===== config.mk =====
export PLATFORM = sky130hd
export DESIGN_NAME = l3_bus_controller_flat
export DESIGN_NICKNAME = d
export VERILOG_FILES = /design/src/rtl/l3_bus_controller_pkg.sv /design/src/rtl/l3_bus_controller_if.sv /design/src/rtl/l3_bus_controller_rr_pick.sv /design/src/rtl/l3_bus_controller.sv /design/src/flat_wrapper.sv
export SDC_FILE = /design/constraint.sdc
export NUM_CORES = 1
export LEC_CHECK = 0
export CAP_MARGIN = 20
export CORE_ASPECT_RATIO = 1.4
export CORE_UTILIZATION = 42
export CTS_CLUSTER_SIZE = 20
export DETAILED_ROUTE_END_ITERATION = 6
export HOLD_SLACK_MARGIN = 0.05
export PLACE_DENSITY = 0.88
export SLEW_MARGIN = 0
export SYNTH_ARGS = -nofsm -noshare
export SYNTH_HDL_FRONTEND = slang
export SYNTH_SLANG_ARGS = --single-unit

===== constraint.sdc =====
create_clock -name clk -period 4.3 [get_ports clk]
set_input_delay 0.86 -clock clk [delete_from_list [all_inputs] [get_ports clk]]
set_output_delay 0.86 -clock clk [all_outputs]
set_load 0.03 [all_outputs]

===== src/rtl/l3_bus_controller_pkg.sv =====
// Shared types and constants for the L3 split-transaction bus controller.
package l3_bus_pkg;

    localparam int BEATS  = 4;
    localparam int LINE_W = 128;

    typedef enum logic [1:0] {
        CMD_GETS = 2'd0,
        CMD_GETX = 2'd1,
        CMD_INV  = 2'd2,
        CMD_PUTX = 2'd3
    } bus_cmd_e;

    typedef enum logic [1:0] {
        TAG_IDLE  = 2'd0,
        TAG_ADDR  = 2'd1,
        TAG_SNOOP = 2'd2,
        TAG_DATA  = 2'd3
    } bus_tag_e;

    typedef enum logic [2:0] {
        ST_IDLE  = 3'd0,
        ST_ADDR  = 3'd1,
        ST_SNOOP = 3'd2,
        ST_DATA  = 3'd3,
        ST_DONE  = 3'd4
    } ctrl_state_e;

endpackage


===== src/rtl/l3_bus_controller_if.sv =====
// Core/L3 side of the shared bus: per-core requests in, tagged bus cycles and grants out.
interface l3_bus_if #(
    parameter int NUM_REQ = 4,
    parameter int ADDR_W  = 32
);
    localparam int ID_W = $clog2(NUM_REQ);

    logic [NUM_REQ-1:0]        req;
    logic [2*NUM_REQ-1:0]      cmd_i;
    logic [ADDR_W*NUM_REQ-1:0] addr_i;
    logic [NUM_REQ-1:0]        share_i;
    logic                      mem_ready;

    logic [NUM_REQ-1:0]        grant;
    logic                      bus_valid;
    logic [1:0]                bus_tag;
    logic [ID_W-1:0]           bus_src;
    logic [1:0]                bus_cmd;
    logic [ADDR_W-1:0]         bus_addr;
    logic [1:0]                beat_idx;
    logic                      shared_o;
    logic [NUM_REQ-1:0]        done;

    modport master (
        input  req, cmd_i, addr_i, share_i, mem_ready,
        output grant, bus_valid, bus_tag, bus_src, bus_cmd, bus_addr,
               beat_idx, shared_o, done
    );

    modport slave (
        output req, cmd_i, addr_i, share_i, mem_ready,
        input  grant, bus_valid, bus_tag, bus_src, bus_cmd, bus_addr,
               beat_idx, shared_o, done
    );

endinterface


===== src/rtl/l3_bus_controller_rr_pick.sv =====
// Round-robin pick: first requester at or after ptr, wrapping.
// Latency: combinational. Backpressure: none, pure function of req/ptr.
// Exactly one gnt bit set whenever vld is high.
module l3_rr_pick #(
    parameter int NUM_REQ = 4,
    parameter int ID_W    = $clog2(NUM_REQ)
) (
    input  logic [NUM_REQ-1:0] req,
    input  logic [ID_W-1:0]    ptr,
    output logic [NUM_REQ-1:0] gnt,
    output logic [ID_W-1:0]    id,
    output logic               vld
);

    logic [ID_W-1:0] idx;

    always_comb begin
        gnt = '0;
        id  = '0;
        vld = 1'b0;
        idx = '0;
        for (int i = 0; i < NUM_REQ; i++) begin
            idx = ID_W'((int'(ptr) + i) % NUM_REQ);
            if (!vld && req[idx]) begin
                vld      = 1'b1;
                gnt[idx] = 1'b1;
                id       = idx;
            end
        end
    end

endmodule


===== src/rtl/l3_bus_controller.sv =====
// Arbiter/sequencer for the shared L3 bus: ADDR, SNOOP, DATA beats, DONE per transaction.
// Latency: 7 cycles req-sample to done (3 for INV) with mem_ready high; all outputs registered.
// Backpressure: mem_ready low stalls the current data beat and freezes every bus output.
module l3_bus_controller #(
    parameter int NUM_REQ = 4,
    parameter int ADDR_W  = 32,
    parameter int BEATS   = l3_bus_pkg::BEATS
) (
    input  logic     clk,
    input  logic     rstN,
    l3_bus_if.master bus
);
    import l3_bus_pkg::*;

    localparam int ID_W = $clog2(NUM_REQ);

    ctrl_state_e          state;
    logic [ID_W-1:0]      ptr;
    logic [NUM_REQ-1:0]   grant_q;
    logic                 valid_q;
    bus_tag_e             tag_q;
    logic [ID_W-1:0]      src_q;
    bus_cmd_e             cmd_q;
    logic [ADDR_W-1:0]    addr_q;
    logic [1:0]           beat_q;
    logic                 shared_q;
    logic [NUM_REQ-1:0]   done_q;

    logic [NUM_REQ-1:0]   pick_gnt;
    logic [ID_W-1:0]      pick_id;
    logic                 pick_vld;
    logic [1:0]           sel_cmd;
    logic [ADDR_W-1:0]    sel_addr;

    l3_rr_pick #(
        .NUM_REQ (NUM_REQ),
        .ID_W    (ID_W)
    ) u_pick (
        .req (bus.req),
        .ptr (ptr),
        .gnt (pick_gnt),
        .id  (pick_id),
        .vld (pick_vld)
    );

    // Mux the winner's command/address out of the flattened per-core buses.
    always_comb begin
        sel_cmd  = '0;
        sel_addr = '0;
        for (int i = 0; i < NUM_REQ; i++) begin
            if (pick_gnt[i]) begin
                sel_cmd  = bus.cmd_i[2*i +: 2];
                sel_addr = bus.addr_i[ADDR_W*i +: ADDR_W];
            end
        end
    end

    always_ff @(posedge clk) begin
        if (!rstN) begin
            state    <= ST_IDLE;
            ptr      <= '0;
            grant_q  <= '0;
            valid_q  <= 1'b0;
            tag_q    <= TAG_IDLE;
            src_q    <= '0;
            cmd_q    <= CMD_GETS;
            addr_q   <= '0;
            beat_q   <= '0;
            shared_q <= 1'b0;
            done_q   <= '0;
        end else begin
            done_q <= '0;
            case (state)
                ST_IDLE: begin
                    if (pick_vld) begin
                        grant_q <= pick_gnt;
                        src_q   <= pick_id;
                        cmd_q   <= bus_cmd_e'(sel_cmd);
                        addr_q  <= sel_addr;
                        valid_q <= 1'b1;
                        tag_q   <= TAG_ADDR;
                        state   <= ST_ADDR;
                    end
                end
                ST_ADDR: begin
                    tag_q <= TAG_SNOOP;
                    state <= ST_SNOOP;
                end
                ST_SNOOP: begin
                    // The owner's own share bit is meaningless for its request.
                    shared_q <= |(bus.share_i & ~grant_q);
                    if (cmd_q == CMD_INV) begin
                        valid_q <= 1'b0;
                        tag_q   <= TAG_IDLE;
                        done_q  <= grant_q;
                        state   <= ST_DONE;
                    end else begin
                        tag_q <= TAG_DATA;
                        state <= ST_DATA;
                    end
                end
                ST_DATA: begin
                    if (bus.mem_ready) begin
                        if (beat_q == 2'(BEATS-1)) begin
                            valid_q <= 1'b0;
                            tag_q   <= TAG_IDLE;
                            done_q  <= grant_q;
                            state   <= ST_DONE;
                        end else begin
                            beat_q <= beat_q + 2'd1;
                        end
                    end
                end
                ST_DONE: begin
                    ptr      <= (src_q == ID_W'(NUM_REQ-1)) ? '0 : src_q + 1'b1;
                    grant_q  <= '0;
                    shared_q <= 1'b0;
                    beat_q   <= '0;
                    state    <= ST_IDLE;
                end
                default: state <= ST_IDLE;
            endcase
        end
    end

    assign bus.grant     = grant_q;
    assign bus.bus_valid = valid_q;
    assign bus.bus_tag   = tag_q;
    assign bus.bus_src   = src_q;
    assign bus.bus_cmd   = cmd_q;
    assign bus.bus_addr  = addr_q;
    assign bus.beat_idx  = beat_q;
    assign bus.shared_o  = shared_q;
    assign bus.done      = done_q;

endmodule


===== src/flat_wrapper.sv =====
// flat-port wrapper written by rule: the top's interface ports become plain ports
module l3_bus_controller_flat import l3_bus_pkg::*;
#(
    parameter int NUM_REQ = 4,
    parameter int ADDR_W  = 32,
    parameter int BEATS   = l3_bus_pkg::BEATS
)
  (clk, rstN, bus_req, bus_cmd_i, bus_addr_i, bus_share_i, bus_mem_ready, bus_grant, bus_bus_valid, bus_bus_tag, bus_bus_src, bus_bus_cmd, bus_bus_addr, bus_beat_idx, bus_shared_o, bus_done);
  l3_bus_if #(.NUM_REQ(NUM_REQ), .ADDR_W(ADDR_W)) bus_i ();
  input  logic clk;
  input  logic rstN;
  input wire logic [$bits(bus_i.req)-1:0] bus_req;
  input wire logic [$bits(bus_i.cmd_i)-1:0] bus_cmd_i;
  input wire logic [$bits(bus_i.addr_i)-1:0] bus_addr_i;
  input wire logic [$bits(bus_i.share_i)-1:0] bus_share_i;
  input wire logic [$bits(bus_i.mem_ready)-1:0] bus_mem_ready;
  output wire logic [$bits(bus_i.grant)-1:0] bus_grant;
  output wire logic [$bits(bus_i.bus_valid)-1:0] bus_bus_valid;
  output wire logic [$bits(bus_i.bus_tag)-1:0] bus_bus_tag;
  output wire logic [$bits(bus_i.bus_src)-1:0] bus_bus_src;
  output wire logic [$bits(bus_i.bus_cmd)-1:0] bus_bus_cmd;
  output wire logic [$bits(bus_i.bus_addr)-1:0] bus_bus_addr;
  output wire logic [$bits(bus_i.beat_idx)-1:0] bus_beat_idx;
  output wire logic [$bits(bus_i.shared_o)-1:0] bus_shared_o;
  output wire logic [$bits(bus_i.done)-1:0] bus_done;
  assign bus_i.req = bus_req;
  assign bus_i.cmd_i = bus_cmd_i;
  assign bus_i.addr_i = bus_addr_i;
  assign bus_i.share_i = bus_share_i;
  assign bus_i.mem_ready = bus_mem_ready;
  assign bus_grant = bus_i.grant;
  assign bus_bus_valid = bus_i.bus_valid;
  assign bus_bus_tag = bus_i.bus_tag;
  assign bus_bus_src = bus_i.bus_src;
  assign bus_bus_cmd = bus_i.bus_cmd;
  assign bus_bus_addr = bus_i.bus_addr;
  assign bus_beat_idx = bus_i.beat_idx;
  assign bus_shared_o = bus_i.shared_o;
  assign bus_done = bus_i.done;
  l3_bus_controller #(.NUM_REQ(NUM_REQ), .ADDR_W(ADDR_W), .BEATS(BEATS)) u_core (.clk(clk), .rstN(rstN), .bus(bus_i));
endmodule

### Yosys cells after proc, flatten, opt, wreduce, memory -nomap -nowiden

Cells that the tools add are included.

| word-level totals | value |
|---|---|
| output and inout bits | 50 |
| flip-flop bits (word level) | 55 |

| cells by class | value |
|---|---|
| $lt $le $gt $ge | 8 |
| reductions and logical operators | 23 |
| equality and inequality tests | 12 |
| mux-type cells | 62 |
| add/subtract/negate cells | 5 |
| bitwise logic cells | 5 |

Operator list:

| cell | number |
|---|---|
| $mux W32 | 4 |
| $mux W4 | 8 |
| $mux W2 | 15 |
| $mux W1 | 16 |
| $pmux W4 S2 | 2 |
| $lt A2 B3 Y1 const B | 4 |
| $mux W3 | 4 |
| $or A4 B4 Y4 | 3 |
| $pmux W3 S4 | 1 |
| $bmux W1 S2 | 4 |
| $demux W1 S2 | 4 |
| $ge A2 B1 Y1 const B | 4 |
| $pmux W2 S4 | 1 |
| $logic_and A1 B1 Y1 | 7 |
| $add A2 B1 Y2 const B | 3 |
| $eq A2 B2 Y1 const B | 3 |
| $eq A3 B2 Y1 const B | 2 |
| $ne A2 B1 Y1 const B | 3 |
| $reduce_and A3 Y1 | 2 |
| $reduce_bool A2 Y1 | 3 |
| $reduce_and A5 Y1 | 1 |
| $add A2 B2 Y2 const B | 2 |
| $and A4 B4 Y4 | 1 |
| $ne A2 B2 Y1 const B | 2 |
| other kinds (13) | 16 |

### Longest topological paths before layout

| depth | value |
|---|---|
| word-level depth | 16 |
| mapped depth | 12 |
| depth with buffers taken out | 8 |

### Hierarchy

From an unflattened synthesis, not the netlist that was laid out.

| second synthesis, totals | value |
|---|---|
| cells, all modules | 435 |
| area total of the unflattened synthesis | 3,666.0 um^2 |

By module, submodules not included:

| module | sequential area each (um^2) | times used | cells each | area an instance (um^2) |
|---|---|---|---|---|
| l3_bus_controller | 1,101.1 | 1 | 390 | 3,244.4 |
| l3_rr_pick | 0.0 | 1 | 45 | 421.7 |

### Least setup slack after synthesis

No wires, ideal clock.

| timing | value |
|---|---|
| kind | reg-to-reg |
| from | register u_core.ptr[0] |
| to | register u_core.addr_q[29] (netlist: u_core.bus.bus_addr[29]) |
| data required time | 4.230 ns |
| arrival | 2.906 ns |
| stages on the path, launching flop included | 11 |
| slack | 1.324 ns |
| cell sequence | dfxtp_1 buf_2 inv_1 ha_1 or3b_1 a2111o_1 a31o_4 buf_6 a2111oi_0 o311ai_1 a21oi_1 |

| between the ends | value |
|---|---|
| cells in the longest elaborated chain, start to end | 16 |

Ends and longest elaborated chain:

| element | RTL line | source |
|---|---|---|
| from (decl) | l3_bus_controller.sv:18 | `logic [ID_W-1:0] ptr;` |
| from (signal assigned) | l3_bus_controller.sv:115 | `ptr <= (src_q == ID_W'(NUM_REQ-1)) ? '0 : src_q + 1'b1;` |
| parallel branches: the longest is 16 deep, another holds $lt A2 B3 Y1 | - |  |
| to (signal assigned) | l3_bus_controller.sv:79 | `addr_q <= sel_addr;` |
| to (decl) | l3_bus_controller.sv:24 | `logic [ADDR_W-1:0] addr_q;` |

Parallel ways; which one is timed is not known. The select of a mux whose other input is x is not followed.
A chain may end at the register's enable or synchronous reset.

### Worst setup path in the final report

| timing | value |
|---|---|
| from | input port bus_req[1] |
| to | register u_core.addr_q[1] (netlist: u_core.bus.bus_addr[1]) |

| between the ends | value |
|---|---|
| cells in the longest elaborated chain, start to end | 16 |

Ends and longest elaborated chain:

| element | RTL line | source |
|---|---|---|
| from (decl) | flat_wrapper.sv:12 | `input wire logic [$bits(bus_i.req)-1:0] bus_req;` |
| $bmux W1 S2 | l3_bus_controller_rr_pick.sv:24 | `if (!vld && req[idx]) begin` |
| $mux W1 (implied by the code) | l3_bus_controller_rr_pick.sv:24 |  |
| $mux W1 | l3_bus_controller_rr_pick.sv:24 |  |
| $logic_not A1 Y1 | l3_bus_controller_rr_pick.sv:24 |  |
| $logic_and A1 B1 Y1 | l3_bus_controller_rr_pick.sv:24 |  |
| $mux W1 | l3_bus_controller_rr_pick.sv:24 |  |
| $logic_not A1 Y1 | l3_bus_controller_rr_pick.sv:24 |  |
| $logic_and A1 B1 Y1 | l3_bus_controller_rr_pick.sv:24 |  |
| $mux W1 | l3_bus_controller_rr_pick.sv:24 |  |
| $logic_not A1 Y1 | l3_bus_controller_rr_pick.sv:24 |  |
| $logic_and A1 B1 Y1 | l3_bus_controller_rr_pick.sv:24 |  |
| $mux W4 | l3_bus_controller_rr_pick.sv:24 |  |
| $mux W32 (4 in a row) | l3_bus_controller.sv:51 | `if (pick_gnt[i]) begin` |

Parallel ways exist; a longest one is shown, timed or not. The select of a mux whose other input is x is not followed.

==> impl_summary.log <==
INFO  metric static-leakage-power = 2.34 nW
INFO  metric nFillCells = 756
INFO  metric worstPathArrival = 3.86 ns
INFO  metric synth_warnings = 0
INFO  metric area_growth_syn_to_layout = 52.5%
INFO  metric cts.sink_count = 55
INFO  metric grt_max_degree = 70
INFO  metric grt_pass1_vias = 5071
INFO  metric holdCritStartpoint = u_core.bus.bus_tag[1]
INFO  metric setup_total_negative_slack = 0 ns
INFO  metric synth_xor_area_share = 0%
INFO  metric synthDistinctLibCells = 50
INFO  metric count_of_h_tree_levels_built_during_cts = 2
INFO  metric cts_tree = done
INFO  metric pre_cts_slack = 0.385 ns
INFO  metric drt_first_pass_iters = 6
INFO  metric hpwl = 10400 um
INFO  metric routed_via_density = 6.39
INFO  metric slew_viol_final = 0
INFO  metric grt.total_usage = 29.6%
INFO  metric die_w = 85.3 um
INFO  metric insertion_delay = 0.30 ns
INFO  metric synth_top_family_by_area = compound AO/OA/AOI/OAI gates
INFO  metric criticalPathCategory = in -> reg
INFO  metric part_of_the_cycle_the_worst_path_needs = 84.5%
INFO  metric fp.coreArea = 0.00946 mm2
INFO  metric cts.root.buffer_cell = sky130_fd_sc_hd__clkbuf_16
INFO  metric synth.area.mux_share = 1.90%
INFO  metric synth_area_in_compound_gates = 48.3%
INFO  metric port_buffers = 196
INFO  metric timing.max_cap.violations = 0
INFO  metric reg_to_reg_critical_path_endpoint = u_core.bus.bus_addr[16]
INFO  metric timing.clock.skew = 0.0114 ns
INFO  metric synth.top_cells.by_area = sky130_fd_sc_hd__dfxtp_1 27%, sky130_fd_sc_hd__a21oi_1 10%, sky130_fd_sc_hd__o21bai_1 6.4%
INFO  metric worst-path-max-fanout = 22
INFO  metric cts_buffer_depth = 2
INFO  metric postRouteWirelength = 15200 um
INFO  metric report.power.total = 2.68 mW
INFO  metric max_slew.worst_pin.slew = 0.952 ns
INFO  metric crit_path_end_kind = register
INFO  metric setup_repair_after_global_routing_missed_its_margin = no
INFO  metric postSynthAreaPerCell = 7.76 um2
INFO  metric std_cell_rows = 42
INFO  metric floorplan.initialDensity = 43.1%
INFO  metric final_critical_path_setup_slack = 0.666 ns
INFO  metric dr_total_vias = 5057
INFO  metric ant_nets = 0
INFO  metric synth_seq_cells = 55
INFO  metric synth.net_count = 681
INFO  metric synth_largest_area_cell = sky130_fd_sc_hd__dfxtp_1
INFO  metric post_cts_resize_count = 0
INFO  metric grt_antenna_before_repair = 0
INFO  metric finalHoldViolCount = 0
INFO  metric worst_r2r_startpoint = u_core.ptr[1]
INFO  metric powerDensity = 431 mW/mm2
INFO  metric pin_count = 197
INFO  metric final_estimated_routing_congestion_in_global_placement = 0.919
INFO  metric grt_pass1_wl = 24200 um
INFO  metric synth-adder-area-share = 2.76%
INFO  metric cts_made_buffers = 5
INFO  metric worst_path_clk_slew = 0.08 ns
INFO  metric count_of_mapped_cells_out_of_synthesis = 525
INFO  metric share_of_the_synthesized_area_in_the_top_cell_type = 27.0%
INFO  metric req_time_crit_path = 4.53 ns
INFO  metric path_type_of_the_worst_min_delay_path = reg -> reg
INFO  metric drt_drc = 0
INFO  metric power.ir.vdd_worst = 223 uV
INFO  metric die_h = 119 um
INFO  metric outcome = finished, final reports clean
INFO  metric cts.hold.buffers_added = 0
INFO  metric relSlewSlack = 36.6%
INFO  metric number_of_enable_type_register_cells_in_the_synthesized_netlist = 0
INFO  metric holdPathEnd = u_core.bus.bus_tag[1]
INFO  metric period_minus_slack = 3.63 ns
INFO  metric synth.yosys.seq_area_share = 27.0%
INFO  metric post_synth_and_or_nand_nor_area_fraction = 8.59%
INFO  metric setup_viol = 0
INFO  metric post_route_cells_drive_above_1_share = 4.70%
INFO  metric detail_route.iter0.violations = 446
INFO  metric die-area = 0.0101 mm2
INFO  metric grt_overflow_total = 0
INFO  metric nNetsFinal = 836
INFO  metric reg2reg_depth = 8
INFO  metric wl_per_cell = 19.3 um
INFO  metric insertedDiodeCount = 0
INFO  metric cts_setup_buffers = 0
INFO  metric ffs_w_async_s_r_synth = 0%
INFO  metric synth_flop_cell = sky130_fd_sc_hd__dfxtp_1
INFO  metric critical_path.startpoint_type = primary input
INFO  metric setup.reg_to_reg.worst_slack = 0.87 ns
INFO  metric peak_clock_frequency_supported_by_timing = 0.275 GHz
INFO  metric syn-cell-area = 0.00408 mm2
INFO  metric hold_path_depth = 2
==> how the worst max path moves through the flow <==
stage	slack, ns	depth (start not counted)	end	start
finish	0.67	8	u_core.bus.bus_addr[1]	bus_req[1]
global route	0.50	8	u_core.bus.bus_addr[1]	bus_req[1]
CTS	0.69	8	u_core.bus.bus_addr[28]	bus_req[1]
detailed placement	0.39	8	u_core.bus.bus_addr[28]	bus_req[1]
global placement	0.49	8	u_core.bus.bus_addr[22]	bus_req[1]
floorplan	1.32	10	u_core.bus.bus_addr[29]	u_core.ptr[0]
==> kinds of logic after synthesis <==
family / count (synthesis)
mux: 4
compound gates: 282
simple gates: 68
buf+inv: 107
fa+ha+maj: 9
flops: 55
==> where the power goes <==
part | total, mW | internal, mW | switching, mW | leakage, nW
Clock | 0.431 | 0.222 | 0.209 | 0.0719
Sequential | 0.792 | 0.674 | 0.117 | 0.454
Combinational | 1.46 | 0.609 | 0.847 | 1.81
==> cells in the final DEF (no fill, tap or decap), types with 3 or more instances in the layout <==
cell type and n:
sky130_fd_sc_hd__nor3_1 7, sky130_fd_sc_hd__o311ai_0 6, sky130_fd_sc_hd__mux4_2 3, sky130_fd_sc_hd__inv_1 48, sky130_fd_sc_hd__o21bai_1 35, sky130_fd_sc_hd__a21oi_1 83, sky130_fd_sc_hd__nor2_1 16, sky130_fd_sc_hd__dfxtp_1 55
sky130_fd_sc_hd__a31oi_1 3, sky130_fd_sc_hd__nand2_1 12, sky130_fd_sc_hd__nand3b_1 4, sky130_fd_sc_hd__nand3_1 9, sky130_fd_sc_hd__clkbuf_16 5, sky130_fd_sc_hd__buf_4 9, sky130_fd_sc_hd__nor2b_1 5, sky130_fd_sc_hd__a2111oi_1 16
sky130_fd_sc_hd__ha_1 9, sky130_fd_sc_hd__o21ai_0 38, sky130_fd_sc_hd__clkdlybuf4s50_1 196, sky130_fd_sc_hd__o311ai_1 29, sky130_fd_sc_hd__a2111oi_0 19, sky130_fd_sc_hd__and2_1 5, sky130_fd_sc_hd__o21a_1 34
==> through the flow <==
stage	hold slack, ns	cell area, um2	std cells	util (%)
6_report	0.463	6220	791	65.7
5_1_grt	0.509	6220	791	65.7
4_1_cts	0.465	6210	790	65.6
3_5_place_dp	0.455	6060	782	64.0
3_3_place_gp	0.450	6060	782	64.0
2_1_floorplan	0.556	4080	525	-
==> layer usage <==
metal  GRT usage (%)  up-vias  share of wire (%)
li1                -     2290                  -
met1            32.9     2384                 37
met2            52.1      327                 50
met3            5.10       56                8.2
met4            17.3        0                4.6
met5               0        -                  0
==> sequential cells by signal, summed over array words and instances (netlist names) <==
register and cells:
u_core.bus.bus_addr 32, u_core.bus.done 4, u_core.bus.grant 4, u_core.state 3, u_core.bus.beat_idx 2, u_core.bus.bus_cmd 2, u_core.bus.bus_src 2, u_core.bus.bus_tag 2
u_core.ptr 2, u_core.bus.bus_valid 1, u_core.bus.shared_o 1
==> synth_stat cells, types with 3 or more instances <==
library cell                 n
sky130_fd_sc_hd__nor2_1     16
sky130_fd_sc_hd__a2111oi_0  19
sky130_fd_sc_hd__dfxtp_1    55
sky130_fd_sc_hd__ha_1        9
sky130_fd_sc_hd__o311ai_0    6
sky130_fd_sc_hd__a2111oi_1  16
sky130_fd_sc_hd__buf_6       4
sky130_fd_sc_hd__nor2b_1     5
sky130_fd_sc_hd__mux4_2      3
sky130_fd_sc_hd__a21oi_1    84
sky130_fd_sc_hd__nand3b_1    4
sky130_fd_sc_hd__o311ai_1   29
sky130_fd_sc_hd__o21bai_1   35
sky130_fd_sc_hd__inv_1      48
sky130_fd_sc_hd__nand3_1     9
sky130_fd_sc_hd__nand2_1    12
sky130_fd_sc_hd__buf_4       5
sky130_fd_sc_hd__and2_1      5
sky130_fd_sc_hd__a31oi_1     3
sky130_fd_sc_hd__nor3_1      7
sky130_fd_sc_hd__o21ai_0    38
sky130_fd_sc_hd__clkbuf_1   38
sky130_fd_sc_hd__buf_2      11
sky130_fd_sc_hd__o21a_1     34
==> final cells by class <==
cell class | instances | area (um2) | area share [%]
sequential | 55 | 1100 | 17.7
multi-input combinational | 363 | 2570 | 41.4
clock buffer | 5 | 125 | 2.01
inverter | 48 | 180 | 2.90
clock inverter | 3 | 27.5 | 0.443
timing repair buffer | 207 | 2070 | 33.3
tap | 110 | 138 | 2.21
==> critical path: stages <==
cell and delay [ns]:
sky130_fd_sc_hd__clkdlybuf4s50_1 0.59, sky130_fd_sc_hd__mux4_2 0.62, sky130_fd_sc_hd__nor2b_1 0.18, sky130_fd_sc_hd__a221oi_2 0.42
sky130_fd_sc_hd__a2bb2oi_4 0.55, sky130_fd_sc_hd__buf_4 0.32, sky130_fd_sc_hd__o311ai_1 0.12, sky130_fd_sc_hd__a21oi_1 0.17
Power figures use the tool's default switching activity.
